## config.mk

```make
export PLATFORM = sky130hd
export DESIGN_NAME = glue_ctrl
export DESIGN_NICKNAME = d
export VERILOG_FILES = /design/src/rtl/glue_ctrl.sv
export SDC_FILE = /design/constraint.sdc
export NUM_CORES = 1
export LEC_CHECK = 0
export CAP_MARGIN = 20
export CORE_MARGIN = 3
export CORE_UTILIZATION = 35
export DETAILED_ROUTE_END_ITERATION = 6
export DONT_BUFFER_PORTS = 1
export PLACE_DENSITY = 0.54
export SYNTH_ARGS = -nofsm -noshare
export SYNTH_HDL_FRONTEND = slang
export SYNTH_SLANG_ARGS = --single-unit
```

## constraint.sdc

```tcl
create_clock -name clk -period 2.1 [get_ports clk]
set_input_delay 0.315 -clock clk [delete_from_list [all_inputs] [get_ports clk]]
set_output_delay 0.315 -clock clk [all_outputs]
set_load 0.05 [all_outputs]
```

## src/rtl/glue_ctrl.sv

```systemverilog
// 68000 bus glue: region decode, boot ROM overlay, wait-state DTACK and BERR generation.
// Optional bus timeout is enabled by defining GLUE_BUS_TIMEOUT_EN.
module glue_ctrl #(
  parameter int BOOT_READS = 4,
  parameter int ROM_WAIT   = 2,
  parameter int RAM_WAIT   = 0,
  parameter int IO_WAIT    = 3,
  parameter int TIMEOUT    = 64
) (
  input  logic        clk,
  input  logic        reset_n,
  input  logic [11:0] addr_in,
  input  logic [2:0]  fc,
  input  logic        as_n,
  input  logic        read,
  input  logic        io_ready_n,
  output logic        dtack_n,
  output logic        berr_n,
  output logic        rom_enable_n,
  output logic        ram_enable_n,
  output logic        io_enable_n
);
  localparam int MAXW  = (ROM_WAIT > RAM_WAIT) ? ((ROM_WAIT > IO_WAIT) ? ROM_WAIT : IO_WAIT)
                                               : ((RAM_WAIT > IO_WAIT) ? RAM_WAIT : IO_WAIT);
  localparam int WW    = (MAXW < 1) ? 1 : $clog2(MAXW + 1);
  localparam int BW    = (BOOT_READS < 1) ? 1 : $clog2(BOOT_READS + 1);

  typedef enum logic [2:0] {S_IDLE, S_DECODE, S_WAIT, S_ACK, S_ERR} state_t;
  typedef enum logic [1:0] {R_RAM, R_IO, R_ROM, R_NONE} region_t;

  state_t        state_q;
  region_t       region_q, region_d;
  logic          rd_q;
  logic [WW-1:0] cnt_q, wait_d;
  logic [BW-1:0] boot_q;
  logic          err_d;
`ifdef GLUE_BUS_TIMEOUT_EN
  localparam int TW = $clog2(TIMEOUT);
  logic [TW-1:0] tmo_q;
`endif

  // Only the top address nibble and the supervisor bit take part in decoding.
  logic unused_bits;
  assign unused_bits = ^{addr_in[7:0], fc[1:0]};

  always_comb begin
    region_d = R_NONE;
    if (read && boot_q != '0)       region_d = R_ROM;
    else if (addr_in[11:8] <= 4'h7) region_d = R_RAM;
    else if (addr_in[11:8] == 4'hE) region_d = R_IO;
    else if (addr_in[11:8] == 4'hF) region_d = R_ROM;
    err_d = (region_d == R_NONE) || (region_d == R_IO && !fc[2]) || (region_d == R_ROM && !read);
    case (region_d)
      R_RAM:   wait_d = WW'(RAM_WAIT);
      R_IO:    wait_d = WW'(IO_WAIT);
      default: wait_d = WW'(ROM_WAIT);
    endcase
  end

  always_ff @(posedge clk) begin
    if (!reset_n) begin
      state_q      <= S_IDLE;
      region_q     <= R_NONE;
      rd_q         <= 1'b0;
      cnt_q        <= '0;
      boot_q       <= BW'(BOOT_READS);
      dtack_n      <= 1'b1;
      berr_n       <= 1'b1;
      rom_enable_n <= 1'b1;
      ram_enable_n <= 1'b1;
      io_enable_n  <= 1'b1;
`ifdef GLUE_BUS_TIMEOUT_EN
      tmo_q        <= '0;
`endif
    end else begin
      case (state_q)
        S_IDLE: if (!as_n) begin
          state_q <= S_DECODE;
`ifdef GLUE_BUS_TIMEOUT_EN
          tmo_q   <= '0;
`endif
        end
        S_DECODE: begin
`ifdef GLUE_BUS_TIMEOUT_EN
          tmo_q <= tmo_q + TW'(1);
`endif
          if (as_n) state_q <= S_IDLE;
          else if (err_d) begin
            state_q <= S_ERR;
            berr_n  <= 1'b0;
          end else begin
            state_q      <= S_WAIT;
            region_q     <= region_d;
            rd_q         <= read;
            cnt_q        <= wait_d;
            rom_enable_n <= (region_d != R_ROM);
            ram_enable_n <= (region_d != R_RAM);
            io_enable_n  <= (region_d != R_IO);
          end
        end
        S_WAIT: begin
`ifdef GLUE_BUS_TIMEOUT_EN
          tmo_q <= tmo_q + TW'(1);
`endif
          if (as_n) begin
            // Abort: drop the select, no DTACK, boot count untouched.
            state_q      <= S_IDLE;
            rom_enable_n <= 1'b1;
            ram_enable_n <= 1'b1;
            io_enable_n  <= 1'b1;
          end else if (cnt_q == '0 && (region_q != R_IO || !io_ready_n)) begin
            state_q <= S_ACK;
            dtack_n <= 1'b0;
            if (rd_q && boot_q != '0) boot_q <= boot_q - BW'(1);
          end
`ifdef GLUE_BUS_TIMEOUT_EN
          else if (tmo_q == TW'(TIMEOUT - 1)) begin
            state_q      <= S_ERR;
            berr_n       <= 1'b0;
            rom_enable_n <= 1'b1;
            ram_enable_n <= 1'b1;
            io_enable_n  <= 1'b1;
          end
`endif
          else if (cnt_q != '0) cnt_q <= cnt_q - WW'(1);
        end
        S_ACK, S_ERR: if (as_n) begin
          state_q      <= S_IDLE;
          dtack_n      <= 1'b1;
          berr_n       <= 1'b1;
          rom_enable_n <= 1'b1;
          ram_enable_n <= 1'b1;
          io_enable_n  <= 1'b1;
        end
        default: state_q <= S_IDLE;
      endcase
    end
  end
endmodule

```

==> Word level (Yosys, flattened, before mapping) <==
Index checks and enable logic that the tools add are counted.
{ "word_totals": {"in_bits": 20, "wordCells": 102, "register_bits": 16, "output_inout_bits": 5} }
{ "op_classes": {"muxes": 34, "addsub": 2, "n_eq_ne": 23, "n_lt_le_gt_ge": 1, "n_bitwise": 2, "n_reduce_logical": 30} }
{ "ops": {"columns": ["operator", "count"], "rows": [
  ["inequality test 2 bit (second input constant)", 10],
  ["2-to-1 mux 3 bit", 6],
  ["2-to-1 mux 2 bit", 8],
  ["AND reduction 4 bit", 4],
  ["2-to-1 mux 1 bit", 12],
  ["one-hot mux 3 bit (4 select lines)", 1],
  ["nonzero test 2 bit", 6],
  ["one-hot mux 1 bit (2 select lines)", 5],
  ["== test 4 bit (second input constant)", 2],
  ["one-hot mux 2 bit (2 select lines)", 2],
  ["== test 3 x 2 -> 1 bit (second input constant)", 2],
  ["inequality test 2 x 1 -> 1 bit (second input constant)", 3],
  ["AND reduction 3 bit", 2],
  ["AND reduction 6 bit", 1],
  ["logical AND 1 bit", 5],
  ["== test 2 bit (second input constant)", 2],
  ["less-or-equal comparator 4 x 3 -> 1 bit (second input constant)", 1],
  ["zero test 2 bit", 2],
  ["== test 3 x 1 -> 1 bit (second input constant)", 1],
  ["== test 3 bit (second input constant)", 1],
  ["zero test 1 bit", 3],
  ["zero test 3 bit", 1],
  ["logical OR 1 bit", 3],
  ["inequality test 3 bit (second input constant)", 1],
  ["7 further kinds", 8]
]} }

==> Depth between registers and ports, before layout <==
Gate-level depths: netlist of the first run.
{ "logic_depth": {"word_depth": 12, "depth_mapped": 8} }

==> Worst setup path after synthesis of the first run <==
OpenSTA, ideal clock, no wires.
{ "synth_path": {"kind": "register to register", "from": "reg boot_q[0]", "to": "reg cnt_q[0]", "path_slack_ps": 395, "path_stages_with_launch": 9, "path_buffers": 0, "arrival_time_ps": 1587, "setup_time_ps": 119, "cell_sequence": "dfxtp_1 -> inv_1 -> ha_1 -> ha_1 -> nand2b_1 -> o2111ai_1 -> o221ai_1 -> a21oi_1 -> o221a_2"} }
{ "synth_via": {"elab_chain_len": 9} }
{ "synth_lines": {"columns": ["item", "line_no", "rtl"], "rows": [
  ["start: declaration", "35", "logic [BW-1:0] boot_q;"],
  ["start signal: assignment", "66", "boot_q <= BW'(BOOT_READS);"],
  ["start signal: assignment", "114", "if (rd_q && boot_q != '0) boot_q <= boot_q - BW'(1);"],
  ["nonzero test 3 bit (*)", "48", "if (read && boot_q != '0) region_d = R_ROM;"],
  ["logical AND 1 bit (*)", "48", null],
  ["2-to-1 mux 2 bit (*)", "48", null],
  ["branches (longest 6 deep; another with == test 2 x 1 -> 1 bit)", null, null],
  ["end signal: assignment", "95", "cnt_q <= wait_d;"],
  ["end signal: assignment", "125", "else if (cnt_q != '0) cnt_q <= cnt_q - WW'(1);"],
  ["end: declaration", "34", "logic [WW-1:0] cnt_q, wait_d;"]
]} }
Every way passes the cells marked *. The select of a mux whose other input is x is not followed.
A chain may end at the register's enable or synchronous reset.

==> Worst setup path in the final report of the first run <==
Ends and elaborated chain as after synthesis.

==> flow_summary_export.csv, run 1 <==
group,metric,value,unit
grt,grtUsageTotal,12.76,%
timing,min_period_over_period,93.01,%
min_path,hold_class,"input pin to register",
worst_setup_path,worstPathMaxFanout,4,
cells_and_area,fillers,246,
outcome,status,"finished clean",
timing,setup_viol,0,
cells_and_area,fin_nets,133,
pwr,p_leak,0.3934,nW
place,place.gp.congestion,0.8248,
drt,routed_via_density,5.706,
logic_synthesis,synthCells,107,
grt,grt-ovfl-total,0,
logic_synthesis,synth_compound_area_share,18.61,%
cells_and_area,utilization,41.45,%
grt,grt_max_degree,17,
worst_setup_path,cpMostUsedCell,"ha_1",
logic_synthesis,ys_ff_latch,16,
logic_synthesis,ys_async_sr_fraction,0,%
worst_setup_path,path_buf_inv,1,
logic_synthesis,synthesis.nets,130,
logic_synthesis,synth_warnings,0,
logic_synthesis,ys_seq_area_share,35.56,%
logic_synthesis,yosys.area_share.simple,28.33,%
logic_synthesis,synth_top_area_share,35.56,%
worst_setup_path,path_delay_family,"compound AO/OA/AOI/OAI gates",
logic_synthesis,syn_area,900.9,um^2
timing,fin_tns_setup,0,ps
grt,grt_pass1_wl,3243,um
drt,wl_per_cell,13.82,um
logic_synthesis,yosysTopAreaCell,"dfxtp_1",
floorplan,chipHeight,56.74,um
clocking,clkTransAtPathRegs,90,ps
logic_synthesis,synth_mux_area_share,7.778,%
timing,fin_skew,5.185,ps
clocking,root_buffer,"clkbuf_4",
worst_setup_path,max_stage_delay,400,ps
cells_and_area,syn2layout_area_growth,6.667,%
worst_setup_path,cpMaxStageDelayCell,"o221ai_1",
grt,grt_pass1_vias,741,
floorplan,top_level_ports,25,
drt,drt_iter0_drc,34,
timing,min_period,1953,ps
logic_synthesis,ys_types,33,
logic_synthesis,synth_edf_count,0,
clocking,cts_setup_buffers,0,
logic_synthesis,syn_avg_cell_area,8.419,um^2
floorplan,fp.dieW,56.74,um
clocking,cts_buffers,3,
clocking,cts_tree,"done",
pwr,p_per_area,565.1,mW/mm^2
drt,drt_pass1_iterations,4,
drt,vias,776,
timing,hold_viol,0,
timing,max_slew_margin,64.10,%
clocking,cts.htree.levels,1,
floorplan,rows,17,
logic_synthesis,synth_xor_area_share,0.9722,%
worst_setup_path,endpoint_kind,"register",
drt,drc,0,
timing,report.final.slew_viol_count,0,
logic_synthesis,synth_fa_ha_area_share,4.167,%
logic_synthesis,synth_area_leaders,"dfxtp_1 (36%), mux2i_1 (7.8%), nor2b_1 (5.6%)",
place,port_buffers,0,
pwr,irDropWorstVdd,299.3,uV
logic_synthesis,synth_top_family_by_area,"simple AND/OR/NAND/NOR gates",
floorplan,start_util,38.86,%
worst_setup_path,worstPathArrival,2140,ps
timing,max_clock_freq,512.0,MHz
cells_and_area,n_antenna_cell,0,
worst_setup_path,critPathKind,"register to register",
drt,final_antenna_net_count,0,
grt,antenna_found_initial,0,
floorplan,die-area,0.003219,mm^2
floorplan,core_area,0.002318,mm^2
worst_setup_path,start_kind,"register",
timing,worstMarginPinSlew,534.9,ps
logic_synthesis,yosys-top-cells-count,"dfxtp_1 (16), nand2_1 (12), inv_1 (8), nor2b_1 (8), mux2i_1 (7)",
clocking,insertion_delay,290,ps
clocking,clk_path_buf_depth,2,
logic_synthesis,yosysMostFrequentCell,"dfxtp_1",
timing,rsz0062_at_grt,"false",
flow_run,cap_violations,0,
worst_setup_path,path_cells,"inv_1 > ha_1 > ha_1 > nand2b_1 > o2111ai_2 > o221ai_1 > a21oi_1 > o221a_2",
clocking,clkSinkCount,16,
place,dp_hpwl,1389,um
cells_and_area,drive_gt1_share,8.333,%
worst_setup_path,required,2290,ps
drt,wl,1880,um
logic_synthesis,synth_ff_type,"dfxtp_1",
==> logic make-up after synthesis <==
group / after synthesis
simple gates: 46
flops: 16
buf+inv: 11
fa+ha+maj: 3
xor+xnor: 1
compound gates: 23
mux: 7
==> flip-flops by register name (all words and copies together) (netlist names) <==
register      count
dtack_n           1
boot_q            3
rom_enable_n      1
state_q           3
io_enable_n       1
rd_q              1
cnt_q             2
region_q          2
berr_n            1
ram_enable_n      1
==> stage by stage <==
step	cell area, um^2	power [W]	instances	hold WS, ps	setup slack (ps)
floorplan	900.9	0.0003800	107	445.1	394.6
finish	960.9	0.0005430	136	85.85	146.8
global placement	932.1	0.0003862	133	383.9	172.7
global route	960.9	0.0005767	136	64.24	25.47
detailed placement	932.1	0.0003875	133	383.6	129.7
CTS	954.7	0.0005543	136	72.94	96.42
==> power by group <==
| group | internal (W) | switching (W) |
|---|---|---|
| Combinational | 0.0000254 | 0.0000314 |
| Sequential | 0.000310 | 0.0000142 |
| Clock | 0.0000667 | 0.0000949 |
| Total | 0.000403 | 0.000140 |
==> final timing paths <==
| check | startpoint | endpoint | slack (ps) | cells past startpoint |
|---|---|---|---|---|
| min reg2reg | region_q[0] | region_q[0] | 490 | 2 |
| max | boot_q[0] | cnt_q[0] | 150 | 8 |
| max reg2reg | boot_q[0] | cnt_q[0] | 150 | 8 |
| min | reset_n | region_q[0] | 90 | 1 |
==> worst reg2reg max path: stages, from the launching register on <==
cell	delay [ps]
dfxtp_1	310
inv_1	80
ha_1	150
ha_1	180
nand2b_1	170
o2111ai_2	210
o221ai_1	400
a21oi_1	80
o221a_2	280
==> placed cells by master, fill, tap and decap left out, types with 2 or more instances in the layout <==
master     n
dfxtp_1   16
o21ai_0    5
o211ai_1   3
nor2b_1    8
nand3_1    4
nand2_1   12
clkbuf_4   3
ha_1       3
a21oi_1    2
mux2i_1    7
o21a_1     2
inv_1      8
nor3_1     5
nand2b_1   5
nor2_1     6
==> routing by layer <==
| layer | track usage, % | wire [um] | vias up |
|---|---|---|---|
| li1 | - | - | 383 |
| met1 | 16.55 | 907 | 366 |
| met2 | 18.81 | 804 | 23 |
| met3 | 5.747 | 137 | 4 |
| met4 | 3.974 | 30 | 0 |
| met5 | 0 | 0 | - |
==> timing repair <==
action	in CTS	in global routing
gates resized for setup	0	1
setup endpoints to repair	0	2
hold buffers	0	0
==> layout make-up <==
| cell class | count | area [um^2] | share of cell area [%] |
|---|---|---|---|
| clock buffers | 3 | 22.52 | 2.344 |
| inverters | 8 | 30.03 | 3.125 |
| multi-input cells | 80 | 545.5 | 56.77 |
| flip-flops and latches | 16 | 320.3 | 33.33 |
| well taps | 28 | 35.03 | 3.646 |
| repair buffers | 1 | 7.507 | 0.7812 |
(Power assumes the default switching activity.)
==> run 2, diff against run 1 <==
--- a/config.mk
+++ b/config.mk
@@ -8,6 +8,7 @@
 export CAP_MARGIN = 20
 export CORE_MARGIN = 3
 export CORE_UTILIZATION = 35
+export CTS_CLUSTER_DIAMETER = 100
 export DETAILED_ROUTE_END_ITERATION = 6
 export DONT_BUFFER_PORTS = 1
 export PLACE_DENSITY = 0.54
==> results of run 2 <==
No change in the layout: final DEF, timing and power equal those of run 1.
==> run 3, diff against run 2 <==
--- a/config.mk
+++ b/config.mk
@@ -6,12 +6,12 @@
 export NUM_CORES = 1
 export LEC_CHECK = 0
 export CAP_MARGIN = 20
-export CORE_MARGIN = 3
-export CORE_UTILIZATION = 35
+export CORE_MARGIN = 5
+export CORE_UTILIZATION = 29
 export CTS_CLUSTER_DIAMETER = 100
 export DETAILED_ROUTE_END_ITERATION = 6
 export DONT_BUFFER_PORTS = 1
-export PLACE_DENSITY = 0.54
+export PLACE_DENSITY = 0.48
 export SYNTH_ARGS = -nofsm -noshare
 export SYNTH_HDL_FRONTEND = slang
 export SYNTH_SLANG_ARGS = --single-unit
==> constraint.sdc (replaced) <==
create_clock -name clk -period 2.1 [get_ports clk]
set_input_delay 0.315 -clock clk [delete_from_list [all_inputs] [get_ports clk]]
set_output_delay 0.315 -clock clk [all_outputs]
set_load 0.005 [all_outputs]
==> run 3 against run 2 <==
Count of clock-buffer cells in the layout did not move. Worst setup slack gained 2.0 ps. Worst hold slack gained 3.2 ps. Clock skew decreased by 3.8 ps. Via count shrank 2.2%. Sequential cell count stayed put. Sequential share of layout area shrank 0.68 points. Non-clock buffer count did not move. First-iteration DRC count fell by 2.9%. Die area is 34% higher. Largest cell class unchanged. Largest power group unchanged.
==> flow_summary_export.csv, run 3 (synthesis gave the netlist of run 1 again) <==
group,metric,value,unit
floorplan,start_util,29.75,%
drt,vias,759,
clocking,cts_buffers,3,
drt,drc,0,
drt,drt_pass1_iterations,4,
worst_setup_path,critPathCapture,"region_q[0]",
drt,wl,1992,um
place,port_buffers,0,
cells_and_area,final_common_cell,"dfxtp_1",
cells_and_area,fillers,324,
cells_and_area,layout_common_cells,"dfxtp_1 (16), nand2_1 (12), inv_1 (8), nor2b_1 (8), mux2i_1 (7)",
cells_and_area,n_antenna_cell,0,
pwr,pwr-share-comb,10.7,%
pwr,switching_share,25.04,%
clocking,clkSinkCount,16,
min_path,hold_class,"input pin to register",
worst_setup_path,worstPathArrival,2140,ps
place,place_area,952.2,um^2
timing,max_slew_margin,63.34,%
worst_setup_path,worstRegToRegCells,9,
grt,antenna_found_initial,0,
grt,grt_pass1_vias,778,
cells_and_area,drive_gt1_share,8.333,%
cells_and_area,syn2layout_area_growth,8.889,%
floorplan,chipHeight,65.74,um
worst_setup_path,critPathKind,"register to register",
clocking,clkTransAtPathRegs,90,ps
clocking,clk_path_buf_depth,2,
grt,grtUsageTotal,9.947,%
grt,grt_pass1_wl,3415,um
timing,hold_viol,0,
worst_setup_path,r2r-end,"region_q[0]",
place,dp_hpwl,1499,um
pwr,p_leak,0.3927,nW
clocking,ctsHoldBuffers,0,
timing,worstMarginPinSlew,546.2,ps
drt,wl_per_cell,13.11,um
timing,setup_viol,0,
place,place.gp.congestion,0.8307,
cells_and_area,fin_area,980.9,um^2
grt,grt-ovfl-total,0,
worst_setup_path,worstPathMaxFanout,4,
drt,drt_iter0_drc,33,
pwr,seqPwrFrac,59.2,%
cells_and_area,top_regs,"boot_q (3), state_q (3)",
timing,rsz0062_at_grt,"false",
worst_setup_path,r2r_setup_slack,150,ps
drt,routed_via_density,4.993,
timing,report.final.slew_viol_count,0,
drt,final_antenna_net_count,0,
timing,fin_skew,1.354,ps
place,dp_slack,159.3,ps
clocking,insertion_delay,280,ps
floorplan,top_level_ports,25,
timing,max_clock_freq,512.5,MHz
pwr,p_per_area,547.4,mW/mm^2
pwr,p_clk_share,30.2,%
grt,grt_max_degree,17,
worst_setup_path,endpoint_kind,"register",
flow_run,cap_violations,0,
floorplan,die-area,0.004321,mm^2
cells_and_area,fin_nets,133,
floorplan,fp.dieW,65.74,um
worst_setup_path,worstReg2RegStart,"boot_q[0]",
clocking,cts.htree.levels,1,
pwr,irDropWorstVdd,374.6,uV
pwr,p_int,0.0004025,W
worst_setup_path,start_kind,"register",
clocking,cts_tree,"done",
floorplan,core_area,0.003028,mm^2
timing,fin_tns_setup,0,ps
timing,fin_hold_ws,89.02,ps
worst_setup_path,required,2290,ps
timing,min_period,1951,ps
floorplan,rows,20,
clocking,root_buffer,"clkbuf_4",
worst_setup_path,cp-startpoint,"boot_q[0]",
pwr,p_switching,0.0001344,W
timing,setup_ws,148.9,ps
outcome,status,"finished clean",
timing,min_period_over_period,92.91,%
[run 3: layer usage]
| metal | GRT usage (%) | routed length, um | up-vias |
|---|---|---|---|
| li1 | - | - | 382 |
| met1 | 11.94 | 906 | 349 |
| met2 | 16.65 | 911 | 26 |
| met3 | 4.786 | 164 | 2 |
| met4 | 0.7772 | 10 | 0 |
| met5 | 0 | 0 | - |
[run 3: repair_timing]
action / CTS / global route
endpoints found under the setup margin: 0 / 1
buffers inserted: 0 / 0
resized for setup: 0 / 1
[run 3: worst min-delay path by stage]
| stage | from | to | depth (start not counted) |
|---|---|---|---|
| detailed placement | reset_n | region_q[0] | 1 |
| global placement | reset_n | region_q[0] | 1 |
| global route | reset_n | region_q[0] | 1 |
| CTS | reset_n | region_q[0] | 1 |
| finish | reset_n | region_q[0] | 1 |
| floorplan | region_q[0] | region_q[0] | 2 |
[run 3: layout make-up]
cell class | instances | area, um^2 | share of cell area (%)
Inverter | 8 | 30.03 | 3.061
Tap cell | 44 | 55.05 | 5.612
Clock buffer | 3 | 22.52 | 2.296
Timing Repair Buffer | 1 | 7.507 | 0.7653
Sequential cell | 16 | 320.3 | 32.65
Multi-Input combinational cell | 80 | 545.5 | 55.61
[run 3: per-stage QoR]
step	cells	total power [W]	utilization, %
floorplan	107	0.0003731	-
global placement	149	0.0003795	31.45
detailed placement	149	0.0003808	31.45
CTS	152	0.0005473	32.19
global route	152	0.0005691	32.40
finish	152	0.0005369	32.40
[run 3: power groups by stage]
stage	Sequential [W]	Combinational [W]	Clock, W
floorplan	0.000322	0.0000509	0
global placement	0.000325	0.0000549	0
detailed placement	0.000325	0.0000557	0
CTS	0.000318	0.0000562	0.000173
global route	0.000320	0.0000639	0.000186
finish	0.000318	0.0000572	0.000162
[run 3: critical path: stages (launching register included)]
cell	delay, ps
dfxtp_1	310
inv_1	60
ha_1	200
ha_1	200
nand2b_1	180
o2111ai_1	230
nand3_1	240
buf_4	220
mux2i_1	140
nand2_1	60
